`config.mk`:
```
export PLATFORM = sky130hd
export DESIGN_NAME = imem_fetch
export DESIGN_NICKNAME = d
export VERILOG_FILES = /design/src/rtl/imem_fetch.sv
export SDC_FILE = /design/constraint.sdc
export NUM_CORES = 1
export LEC_CHECK = 0
export CAP_MARGIN = 20
export CORE_ASPECT_RATIO = 0.5
export CORE_MARGIN = 2
export CORE_UTILIZATION = 25
export DETAILED_ROUTE_END_ITERATION = 12
export PLACE_DENSITY = 0.44
export SYNTH_ARGS = -nofsm -noshare
export SYNTH_HDL_FRONTEND = slang
export SYNTH_SLANG_ARGS = --single-unit
```
`constraint.sdc`:
```
create_clock -name clk -period 2.33 [get_ports clk]
set_input_delay 0.466 -clock clk [delete_from_list [all_inputs] [get_ports clk]]
set_output_delay 0.466 -clock clk [all_outputs]
set_load 0.03 [all_outputs]
```
`src/rtl/imem_fetch.sv`:
```
// Single-entry instruction fetch buffer in front of an instruction SRAM with a bounded-wait fault.
// Optional IMEM_ALIGN_CHK_EN: a misaligned fetch address seen in IDLE faults instead of issuing a read.
module imem_fetch #(
  parameter int ADDR_W  = 30,
  parameter int TIMEOUT = 255
) (
  input  logic              clk,
  input  logic              rst,
  input  logic [31:0]       imem_addr,
  input  logic              inv,
  output logic [31:0]       instr,
  output logic              stall,
  output logic              sram_req,
  output logic [ADDR_W-1:0] sram_addr,
  input  logic              sram_ack,
  input  logic [31:0]       sram_rdata,
  output logic              fetch_err
);

  typedef enum logic [1:0] {
    S_IDLE = 2'd0,
    S_REQ  = 2'd1,
    S_ERR  = 2'd2
  } state_t;

  state_t            r_state;
  logic [31:0]       r_instr;
  logic [29:0]       r_tag;
  logic              r_tag_v;
  logic [29:0]       r_req_tag;
  logic              r_drop;
  logic              r_sram_req;
  logic [ADDR_W-1:0] r_sram_addr;
  logic [15:0]       r_cnt;
  logic              r_fetch_err;

  state_t            w_state_next;
  logic [31:0]       w_instr_next;
  logic [29:0]       w_tag_next;
  logic              w_tag_v_next;
  logic [29:0]       w_req_tag_next;
  logic              w_drop_next;
  logic              w_sram_req_next;
  logic [ADDR_W-1:0] w_sram_addr_next;
  logic [15:0]       w_cnt_next;
  logic              w_fetch_err_next;

  logic              w_hit;
  logic [16:0]       w_cnt_inc;

  assign w_hit     = r_tag_v && (imem_addr[31:2] == r_tag);
  assign w_cnt_inc = {1'b0, r_cnt} + 17'd1;

`ifdef IMEM_ALIGN_CHK_EN
  logic w_misaligned;
  assign w_misaligned = (imem_addr[1:0] != 2'b00);
`else
  logic w_unused_lsb;
  assign w_unused_lsb = ^imem_addr[1:0];
`endif

  assign instr     = r_instr;
  assign stall     = !((r_state == S_IDLE) && w_hit);
  assign sram_req  = r_sram_req;
  assign sram_addr = r_sram_addr;
  assign fetch_err = r_fetch_err;

  always_ff @(posedge clk) begin
    if (rst) begin
      r_state     <= S_IDLE;
      r_instr     <= 32'd0;
      r_tag       <= 30'd0;
      r_tag_v     <= 1'b0;
      r_req_tag   <= 30'd0;
      r_drop      <= 1'b0;
      r_sram_req  <= 1'b0;
      r_sram_addr <= '0;
      r_cnt       <= 16'd0;
      r_fetch_err <= 1'b0;
    end else begin
      r_state     <= w_state_next;
      r_instr     <= w_instr_next;
      r_tag       <= w_tag_next;
      r_tag_v     <= w_tag_v_next;
      r_req_tag   <= w_req_tag_next;
      r_drop      <= w_drop_next;
      r_sram_req  <= w_sram_req_next;
      r_sram_addr <= w_sram_addr_next;
      r_cnt       <= w_cnt_next;
      r_fetch_err <= w_fetch_err_next;
    end
  end

  always_comb begin
    w_state_next     = r_state;
    w_instr_next     = r_instr;
    w_tag_next       = r_tag;
    w_tag_v_next     = r_tag_v;
    w_req_tag_next   = r_req_tag;
    w_drop_next      = r_drop;
    w_sram_req_next  = r_sram_req;
    w_sram_addr_next = r_sram_addr;
    w_cnt_next       = r_cnt;
    w_fetch_err_next = r_fetch_err;

    case (r_state)
      S_IDLE: begin
        if (inv) begin
          w_tag_v_next = 1'b0;
        end
`ifdef IMEM_ALIGN_CHK_EN
        if (w_misaligned) begin
          w_state_next     = S_ERR;
          w_sram_req_next  = 1'b0;
          w_fetch_err_next = 1'b1;
        end else
`endif
        if (!w_hit) begin
          w_state_next     = S_REQ;
          w_sram_req_next  = 1'b1;
          w_sram_addr_next = imem_addr[ADDR_W+1:2];
          w_req_tag_next   = imem_addr[31:2];
          w_cnt_next       = 16'd0;
          w_drop_next      = 1'b0;
        end
      end

      S_REQ: begin
        if (sram_ack) begin
          // Data is always captured; an invalidate seen during the fetch only withholds the tag.
          w_instr_next    = sram_rdata;
          w_tag_next      = r_req_tag;
          w_tag_v_next    = !(r_drop || inv);
          w_drop_next     = 1'b0;
          w_sram_req_next = 1'b0;
          w_state_next    = S_IDLE;
        end else begin
          if (inv) begin
            w_drop_next = 1'b1;
          end
          w_cnt_next = w_cnt_inc[15:0];
          if (w_cnt_inc >= 17'(TIMEOUT)) begin
            w_state_next     = S_ERR;
            w_sram_req_next  = 1'b0;
            w_fetch_err_next = 1'b1;
          end
        end
      end

      S_ERR: begin
        w_sram_req_next  = 1'b0;
        w_fetch_err_next = 1'b1;
      end

      default: begin
        w_state_next = S_IDLE;
      end
    endcase
  end

endmodule

```
Yosys cells after proc, flatten, opt, wreduce, memory -nomap -nowiden
Index checks and enable logic that the tools add are counted.
{"block": "op_classes", "n_addsub": 1, "n_mul": 0, "div": 0, "n_lt_le_gt_ge": 1, "eq_ne": 10, "shift": 0, "muxes": 21, "bitwise": 2, "reduce_logical": 17}
{"op": "two-way mux 16 bit", "count": 2}
{"op": "case mux 16 bit (2 select lines)", "count": 1}
{"op": "== test 30 bit", "count": 1}
{"op": "AND reduction 3 bit", "count": 6}
{"op": "adder 16 x 1 -> 17 bit (second input constant)", "count": 1}
{"op": "greater-or-equal comparator 17 x 8 -> 1 bit (second input constant)", "count": 1}
{"op": "two-way mux 1 bit", "count": 10}
{"op": "inequality test 2 bit (second input constant)", "count": 5}
{"op": "two-way mux 2 bit", "count": 3}
{"op": "inequality test 3 bit (second input constant)", "count": 2}
{"op": "case mux 1 bit (2 select lines)", "count": 3}
{"op": "case mux 2 bit (3 select lines)", "count": 1}
{"op": "AND reduction 2 bit", "count": 2}
{"op": "nonzero test 2 bit", "count": 2}
{"op": "case mux 1 bit (3 select lines)", "count": 1}
{"op": "nonzero test 3 bit", "count": 1}
{"op": "== test 2 x 1 -> 1 bit (second input constant)", "count": 1}
{"op": "== test 2 bit (second input constant)", "count": 1}
{"op": "logical AND 1 bit", "count": 2}
{"op": "logical NOT 1 bit", "count": 2}
{"op": "logical NOT 2 bit", "count": 1}
{"op": "inverter 1 bit", "count": 2}
{"op": "logical OR 1 bit", "count": 1}
{"block": "totals", "ff_bits": 114, "latch_bits": 0, "ram_bits": 0, "romBits": 0, "wordCells": 61, "memories": 0}

Depth between registers and ports, before layout
Gate-level depths: netlist of run 1.
{"block": "logic_depth", "word_depth": 5, "depth_mapped": 9, "mapped_depth_nobuf": 9}

Worst setup path after synthesis of run 1
Ideal clock, no wire load.
{"block": "synth_path", "path_kind": "register to register", "from": "reg r_cnt[0]", "to": "reg r_sram_req (netlist: sram_req)", "setup_time_ps": 87, "arrival_ps": 2198, "path_slack_ps": 45, "path_stages_with_launch": 9, "synth_period_minus_slack_ps": 2285, "cell_sequence": "dfxtp_1 > ha_1 > nand3_4 > or3_4 > a2111oi_4 > a2111oi_2 > and3_1 > or3_1 > o31ai_1"}
{"block": "synth_between", "elab_chain_cells": 4}
{"item": "start: declaration", "line": "34", "text": "logic [15:0] r_cnt;"}
{"item": "start signal: assignment", "line": "89", "text": "r_cnt <= w_cnt_next;"}
{"item": "adder 16 x 1 -> 17 bit", "line": "52", "text": "assign w_cnt_inc = {1'b0, r_cnt} + 17'd1;"}
{"item": "greater-or-equal comparator 17 x 8 -> 1 bit", "line": "142", "text": "if (w_cnt_inc >= 17'(TIMEOUT)) begin"}
{"item": "inequality test 3 bit (no line)"}
{"item": "AND reduction 3 bit (no line)"}
{"item": "end signal: assignment", "line": "87", "text": "r_sram_req <= w_sram_req_next;"}
{"item": "end: declaration", "line": "32", "text": "logic r_sram_req;"}
Every way passes these cells.
A chain may end at the register's enable or synchronous reset.

Worst setup path in the final report of run 1
{"block": "layout_path", "from": "reg r_tag[13]", "to": "out stall"}
{"block": "layout_between", "elab_chain_cells": 4}
{"item": "start: declaration", "line": "28", "text": "logic [29:0] r_tag;"}
{"item": "start signal: assignment", "line": "83", "text": "r_tag <= w_tag_next;"}
{"item": "== test 30 bit", "line": "51", "text": "assign w_hit = r_tag_v && (imem_addr[31:2] == r_tag);"}
{"item": "logical AND 1 bit", "line": "51"}
{"item": "logical AND 1 bit", "line": "63", "text": "assign stall = !((r_state == S_IDLE) && w_hit);"}
{"item": "logical NOT 1 bit", "line": "63"}
{"item": "end: declaration", "line": "12", "text": "output logic stall,"}
Every way passes these cells.

==> results of run 1 <==
==> cells by family (layout without fill, tap and decap cells) <==
kind of cell               Yosys count  in the layout  synth area share [%]
buffers and inverters               47            225                  3.83
AOI/OAI and AO/OA                  133            133                  16.0
DFF                                114            114                  46.0
adders and majority gates            6              6                  1.51
other                                0              1                     0
xor gates and xnor gates            35             35                  6.17
and+or+nand+nor                    227            227                  20.2
muxes                               31             31                  6.27
==> routing by layer <==
metal	vias up	routed length (um)	global-route usage, %
met2	52	7750	24.9
met3	8	457	4.56
met4	0	108	3.44
met5	-	0	0
li1	2368	-	-
met1	2187	7590	20.2
==> state kept, by name, summed over array words and instances, names as in the netlist <==
signal	count
r_tag	30
instr	32
sram_req	1
r_cnt	16
sram_addr	30
r_state	2
r_tag_v	1
r_drop	1
fetch_err	1
==> path summary, 6_finish.rpt <==
check / startpoint / depth (start not counted) / slack [ns] / endpoint
worst min-delay path: rst / 2 / 0.35 / r_cnt[12]$_SDFFE_PP0P_
worst max register to register: r_cnt[1]$_SDFFE_PP0P_ / 8 / 0.01 / sram_req$_SDFFE_PP0P_
worst min register to register: instr[19]$_SDFFE_PP0P_ / 2 / 0.45 / instr[19]$_SDFFE_PP0P_
worst max-delay path: r_tag[13]$_SDFFE_PP0P_ / 8 / -0.10 / stall
==> synth_stat cells (7+ instances only) <==
| cell type | count |
|---|---|
| sky130_fd_sc_hd__a21oi_1 | 87 |
| sky130_fd_sc_hd__clkbuf_1 | 28 |
| sky130_fd_sc_hd__dfxtp_1 | 114 |
| sky130_fd_sc_hd__inv_1 | 9 |
| sky130_fd_sc_hd__mux2i_1 | 30 |
| sky130_fd_sc_hd__nand2_1 | 134 |
| sky130_fd_sc_hd__nand4_1 | 11 |
| sky130_fd_sc_hd__nor2_1 | 39 |
| sky130_fd_sc_hd__nor3_1 | 7 |
| sky130_fd_sc_hd__o21ai_0 | 11 |
| sky130_fd_sc_hd__xnor2_1 | 32 |
==> cell type report <==
cell class	count	area share (%)
tap	266	4.37
multi-input combinational	432	34.8
clock inverter	12	1.40
sequential	114	30.1
clock buffer	20	6.00
timing repair buffer	184	22.9
inverter	9	0.444
antenna	1	0.0329
==> stage by stage <==
stage,util (%),setup WS [ns],power (mW)
5_1_grt,39.1,-0.203,5.72
3_3_place_gp,35.5,-0.636,3.01
3_5_place_dp,35.5,-0.586,3.01
4_1_cts,38.8,-0.115,5.57
2_1_floorplan,-,0.0451,2.58
6_report,39.1,-0.100,5.46
==> power by group through the flow <==
stage	clock network, mW	logic, mW	registers (mW)
3_3_place_gp	0	0.868	2.14
4_1_cts	2.60	0.865	2.10
6_report	2.51	0.855	2.10
2_1_floorplan	0	0.305	2.27
5_1_grt	2.69	0.921	2.11
3_5_place_dp	0	0.867	2.14
==> timing repair <==
| action | in CTS | in global routing |
|---|---|---|
| endpoints found under the setup margin | 12 | 8 |
| gates cloned | 0 | 0 |
| buffers inserted | 2 | 2 |
| hold buffers | 0 | 0 |
| pin swaps | 21 | 8 |
| hold endpoints to repair | 0 | 0 |
| gates resized for setup | 51 | 10 |
==> summary.md, run 1 <==
| Metric | Value |
|---|---|
| Classification of the worst-slack hold path | `primary input to flip-flop` |
| Vias in the first global route | `4442` |
| Max-Slew Margin vs Limit | `71.4%` |
| Post-synthesis async set-or-reset flop share | `0%` |
| Run status | `finished with violations` |
| Horiz. Die Dim | `between 200 and 250 um` |
| Total global-route track usage | `15.4%` |
| Relative contribution of combinational cells to total power | `between 15 and 20%` |
| Die height | `104 um` |
| Final antenna-violating net count | `0` |
| Clk Tree Root Cell | `sky130_fd_sc_hd__clkbuf_16` |
| Unique cell type count in the Yosys netlist | `50` |
| Setup repair after global routing missed its margin | `true` |
| Number of DRC markers in iteration 0 | `~230` |
| Commonest non-fill, non-tap cells in the layout | `sky130_fd_sc_hd__nand2_1 (131), sky130_fd_sc_hd__dfxtp_1 (109), sky130_fd_sc_hd__clkdlybuf4s50_1 (99), sky130_fd_sc_hd__a21oi_1 (86), sky130_fd_sc_hd__buf_4 (49)` |
| CORE AREA | `around 19000 um2` |
| Instance count after placement with tap cells included | `about 1000` |
| CP Buf/Inv Count | `3` |
| Worst path top cell family by delay | `simple AND/OR/NAND/NOR gates` |
| Clk slew on worst S/H paths | `0.06 ns` |
| Antenna violations before repair | `1` |
| First-pass GRT wire length | `25400 um` |
| Peak fanout along the critical path | `2` |
| Area of the die | `21100 um2` |
| Level count of the clock H-tree | `4` |
| Cell accounting for the most synthesized area | `sky130_fd_sc_hd__dfxtp_1` |
| Quantity of I/O buffers inserted on ports | `between 100 and 150` |
| Yosys warning count | `0` |
| Internal power | `about 4 mW` |
| Period utilization | `104%` |
| Clock buffer count from CTS | `17` |
| Ratio of cells with drive above 1 in the final layout | `15.8%` |
| Final hold violation count | `0` |
| Flip-flop and latch area | `2290 um2` |
| Max Cap Viol | `0` |
| Post-layout min period | `approximately 2.4 ns` |
| Slew @ Worst Pin | `0.428 ns` |
| Power spent charging and discharging nets | `1.51 mW` |
| Worst-Skew Late Latency | `about 0.41 ns` |
| Sequence of cells on the critical path | `xnor2_2 > nand4_1 > nor4_2 > buf_4 > nand2_4 > nor2_4 > inv_2 > buf_6` |
| Final Hold Slack | `0.349 ns` |
| HPWL after DPL | `11000 um` |
| Power per cell area | `717 nW/um2` |
| Number of instances in the synthesized netlist | `just under 600` |
| Total via count in the routed design | `approximately 4600` |
| Number of non-filler instances in the completed layout | `1038` |
| Final-report setup violation count | `1` |
| Clock tree from TritonCTS | `done` |
| Average vias per placed instance | `between 4 and 5` |
| Iteration count of the initial detailed-routing pass | `4` |
| Synthesized area | `around 5000 um2` |
| Number of pins with negative max-slew slack in the final report | `0` |
| Routability-driven placement congestion ratio | `0.774` |
| Type of destination of the critical path | `output pin` |
| Fraction of power consumed by the clock network | `45.9%` |
| Setup TNS | `-0.100 ns` |
| Largest cells by area after synthesis | `sky130_fd_sc_hd__dfxtp_1 (46%), sky130_fd_sc_hd__nand2_1 (10%), sky130_fd_sc_hd__a21oi_1 (8.8%)` |
| Largest net degree at the start of global routing | `71` |
| Net switching share of the total power | `27.7%` |
| Detailed-route wire length per cell | `around 15 um` |
| Most used DFF post-synth | `sky130_fd_sc_hd__dfxtp_1` |
| Initial standard-cell utilization of the core | `25.5%` |
| Violated checks | `negative setup slack` |
| Maximum ir drop on the vdd rail | `around 540 uV` |
| Top-level port count | `133` |
| Wire length after detailed routing | `between 15000 and 20000 um` |
| DRC violation count after routing | `0` |
| Number of placement rows | `36` |
| Number of enable flip-flop cells after synthesis | `0` |
| Share of synthesized area occupied by flip-flops and latches | `46.0%` |
| Worst EP arrival | `just under 2 ns` |
| Synth top area share | `46.0%` |
| Minimum setup slack in the final design | `-0.100 ns` |
| Net count of the mapped netlist | `667` |
| Reg power frac | `38.5%` |
| CP Launch Type | `flip-flop` |
| Delay of the slowest cell on the worst path | `between 0.3 and 0.4 ns` |
| Max Freq | `412 MHz` |
| Final nets | `832` |
| Filler instances | `2035` |
| Classification of the worst setup path | `flip-flop to output pin` |
| Post-route design area | `around 7600 um2` |
| Static leakage | `approximately 2.9 nW` |
| Most frequent standard cell in the layout excluding fill and tap cells | `sky130_fd_sc_hd__nand2_1` |
| Setup clock skew after layout | `0.0124 ns` |
| Worst path required time | `1.86 ns` |
| Number of clock sinks seen by CTS | `114` |
| Sum of overflow across all layers after global routing | `0` |
| Synth Area per Inst | `8.37 um2` |
| Area of combinational cells with multiple inputs | `2650 um2` |
| Register bit total from synthesis | `114` |
| Area post-placement | `just under 7000 um2` |
| Cell type of the slowest stage on the worst timing path | `sky130_fd_sc_hd__nor4_2` |
| Relative area change from synthesis to final layout | `53.4%` |
| Max clock buf depth | `2` |
Power figures use the tool's default switching activity.
==> run 2: changes to the inputs <==
Settings changed: SLEW_MARGIN set to 10.
==> results of run 2 <==
No change in the layout: final DEF, timing and power equal those of run 1.
==> run 3: changes to the inputs <==
Settings changed: CORE_MARGIN 2 to 5.
==> run 3 against run 2 <==
The flow still finishes with violations (negative setup slack); first-iteration DRC count decreased by 8.2%; combinational power decreased by 0.6%; core utilization down 0.058 points; largest power group unchanged; register-to-register slack gained 0.05 ns; final area is essentially flat; global-route usage down 1.7 points; total power rose by 3.6%; highest routed layer unchanged; routed wire length is 0.52% lower.
==> summary.md, run 3 (same netlist as run 1, synthesis figures left out) <==
| Metric | Value |
|---|---|
| Type of destination of the critical path | `output pin (unchanged)` |
| Post-layout min period | `2.36 ns (was 2.43 ns)` |
| Sequence of cells on the critical path | `xnor2_2 > nand4_1 > nor4_2 > buf_4 > nand2_4 > nor2_4 > inv_2 > buf_6 (unchanged)` |
| Setup clock skew after layout | `0.0119 ns (was 0.0124 ns)` |
| Max Freq | `425 MHz (was 412 MHz)` |
| Sum of overflow across all layers after global routing | `0 (unchanged)` |
| Relative contribution of combinational cells to total power | `15.0% (was 15.6%)` |
| Internal power | `4.13 mW (was 3.95 mW)` |
| Final Util | `39.1% (about the same)` |
| Launching instance or port of the critical path | `r_tag[3]$_SDFFE_PP0P_ (was r_tag[13]$_SDFFE_PP0P_)` |
| Diodes inserted | `0 (was 1)` |
| Detailed-route wire length per cell | `15.3 um (about the same)` |
| Final-report setup violation count | `1 (unchanged)` |
| Clock buffer count from CTS | `17 (unchanged)` |
| CP Launch Type | `flip-flop (unchanged)` |
| Commonest non-fill, non-tap cells in the layout | `sky130_fd_sc_hd__nand2_1 (132), sky130_fd_sc_hd__dfxtp_1 (106), sky130_fd_sc_hd__clkdlybuf4s50_1 (98), sky130_fd_sc_hd__a21oi_1 (84), sky130_fd_sc_hd__buf_4 (43) (was sky130_fd_sc_hd__nand2_1 (131), sky130_fd_sc_hd__dfxtp_1 (109), sky130_fd_sc_hd__clkdlybuf4s50_1 (99), sky130_fd_sc_hd__a21oi_1 (86), sky130_fd_sc_hd__buf_4 (49))` |
| Period utilization | `101% (was 104%)` |
| Number of placement rows | `36 (unchanged)` |
| Worst path required time | `1.86 ns (about the same)` |
| Ratio of cells with drive above 1 in the final layout | `15.3% (was 15.8%)` |
| Hold wc startpoint | `rst (unchanged)` |
| Initial standard-cell utilization of the core | `25.5% (about the same)` |
| First-pass GRT wire length | `24800 um (was 25400 um)` |
| Quantity of I/O buffers inserted on ports | `130 (unchanged)` |
| Horiz. Die Dim | `209 um (was 203 um)` |
| Hold buffer count at CTS | `0 (unchanged)` |
| Final hold violation count | `0 (unchanged)` |
| Pre-CTS WS | `-0.539 ns (was -0.586 ns)` |
| Setup repair after global routing missed its margin | `true (unchanged)` |
| Worst-Skew Late Latency | `0.41 ns (about the same)` |
| Number of DRC markers in iteration 0 | `214 (was 233)` |
| CORE AREA | `19500 um2 (about the same)` |
| Worst path top cell family by delay | `simple AND/OR/NAND/NOR gates (unchanged)` |
| Area of the die | `23000 um2 (was 21100 um2)` |
| Total via count in the routed design | `4571 (was 4615)` |
| Worst R2R Start | `r_cnt[0]$_SDFFE_PP0P_ (was r_cnt[1]$_SDFFE_PP0P_)` |
| Max-Slew Margin vs Limit | `73.5% (was 71.4%)` |
| Net switching share of the total power | `27.1% (was 27.7%)` |
| Violated checks | `negative setup slack (unchanged)` |
| Clk slew on worst S/H paths | `0.06 ns (about the same)` |
| Maximum ir drop on the vdd rail | `521 uV (was 545 uV)` |
| Reg power frac | `37.1% (was 38.5%)` |
| Final antenna-violating net count | `0 (unchanged)` |
| Minimum setup slack in the final design | `-0.0256 ns (was -0.100 ns)` |
| Total global-route track usage | `13.7% (was 15.4%)` |
| DRC violation count after routing | `0 (unchanged)` |
| Number of clock sinks seen by CTS | `114 (unchanged)` |
| Clk Tree Root Cell | `sky130_fd_sc_hd__clkbuf_16 (unchanged)` |
| Classification of the worst setup path | `flip-flop to output pin (unchanged)` |
| Number of pins with negative max-slew slack in the final report | `0 (unchanged)` |
| Average vias per placed instance | `4.43 (was 4.45)` |
| Level count of the clock H-tree | `4 (unchanged)` |
| Peak fanout along the critical path | `2 (unchanged)` |
| Cell type of the slowest stage on the worst timing path | `sky130_fd_sc_hd__dfxtp_2 (was sky130_fd_sc_hd__nor4_2)` |
| Flip-flop count of the largest register, all copies and words added | `32 (unchanged)` |
| Relative area change from synthesis to final layout | `53.5% (was 53.4%)` |
| Top-level port count | `133 (unchanged)` |
| CP Buf/Inv Count | `3 (unchanged)` |
| HPWL after DPL | `11200 um (was 11000 um)` |
| Power spent charging and discharging nets | `1.54 mW (was 1.51 mW)` |
| Antenna violations before repair | `0 (was 1)` |
| Wire length after detailed routing | `15800 um (was 15900 um)` |
| Slew @ Worst Pin | `0.398 ns (was 0.428 ns)` |
| Fraction of power consumed by the clock network | `47.8% (was 45.9%)` |
| Most frequent standard cell in the layout excluding fill and tap cells | `sky130_fd_sc_hd__nand2_1 (unchanged)` |
| Classification of the worst-slack hold path | `primary input to flip-flop (unchanged)` |
| Clock tree from TritonCTS | `done (unchanged)` |
| Max clock buf depth | `2 (unchanged)` |
| Max Cap Viol | `0 (unchanged)` |
| Largest net degree at the start of global routing | `77 (was 71)` |
| Power per cell area | `743 nW/um2 (was 717 nW/um2)` |
| Delay of the slowest cell on the worst path | `0.33 ns (was 0.34 ns)` |
| Die height | `110 um (was 104 um)` |
| Routability-driven placement congestion ratio | `0.764 (was 0.774)` |
| Worst EP arrival | `1.89 ns (was 1.96 ns)` |
| Iteration count of the initial detailed-routing pass | `5 (was 4)` |
| Final nets | `826 (was 832)` |
| Run status | `finished with violations (unchanged)` |
| Static leakage | `2.90 nW (about the same)` |
| Vias in the first global route | `4387 (was 4442)` |
[run 3: cell count changes in the layout (fill, tap and decap cells not counted), moves of 3 or more]
| cell | before | now |
|---|---|---|
| sky130_fd_sc_hd__dfxtp_1 | 109 | 106 |
| sky130_fd_sc_hd__buf_4 | 49 | 43 |
| sky130_fd_sc_hd__clkinv_4 | 1 | 6 |
| sky130_fd_sc_hd__clkinvlp_4 | 4 | 0 |
[run 3: power groups by stage]
stage | sequential [mW] | clock, mW | combinational [mW]
CTS | 2.10 | 2.79 | 0.855
floorplan | 2.27 | 0 | 0.305
finish | 2.10 | 2.71 | 0.850
global placement | 2.14 | 0 | 0.864
detailed placement | 2.14 | 0 | 0.864
global route | 2.12 | 2.87 | 0.916
[run 3: layout make-up]
type,instances,area (um2)
Clock buffer,18,429
Clock inverter,14,181
Fill cell,2012,11900
Inverter,9,33.8
Multi-Input combinational cell,432,2650
Sequential cell,114,2300
Tap cell,266,333
Timing Repair Buffer,178,1700
[run 3: what timing repair did]
item	4_1_cts	5_1_grt
endpoints found under the setup margin	7	5
cloned	0	0
gates resized for setup	46	20
pin swaps	21	17
setup buffers	2	1
[run 3: worst paths after layout]
| kind | endpoint | slack [ns] | cells past startpoint |
|---|---|---|---|
| setup / recovery | stall | -0.03 | 8 |
| hold / removal | r_cnt[12]$_SDFFE_PP0P_ | 0.37 | 2 |
| setup reg to reg | sram_req$_SDFFE_PP0P_ | 0.06 | 8 |
| hold reg to reg | instr[22]$_SDFFE_PP0P_ | 0.45 | 2 |
[run 3: per-layer routing]
layer / wire length, um / GRT usage [%] / vias to the layer above
met5: 0 / 0 / -
met4: 122 / 3.77 / 0
met3: 397 / 3.28 / 7
met2: 7760 / 22.6 / 60
met1: 7530 / 18.1 / 2148
li1: - / - / 2356
[run 3: per-stage QoR]
step | cell area (um2) | TNS (ns) | total power, mW | std cells | hold WS, ns
finish | 7620 | -0.0256 | 5.66 | 1031 | 0.366
global route | 7620 | -0.215 | 5.90 | 1031 | 0.351
CTS | 7530 | -0.0927 | 5.75 | 1030 | 0.355
detailed placement | 6870 | -13.67 | 3.01 | 996 | 0.446
global placement | 6870 | -11.15 | 3.01 | 996 | 0.442
floorplan | 4970 | 0 | 2.58 | 593 | 0.449
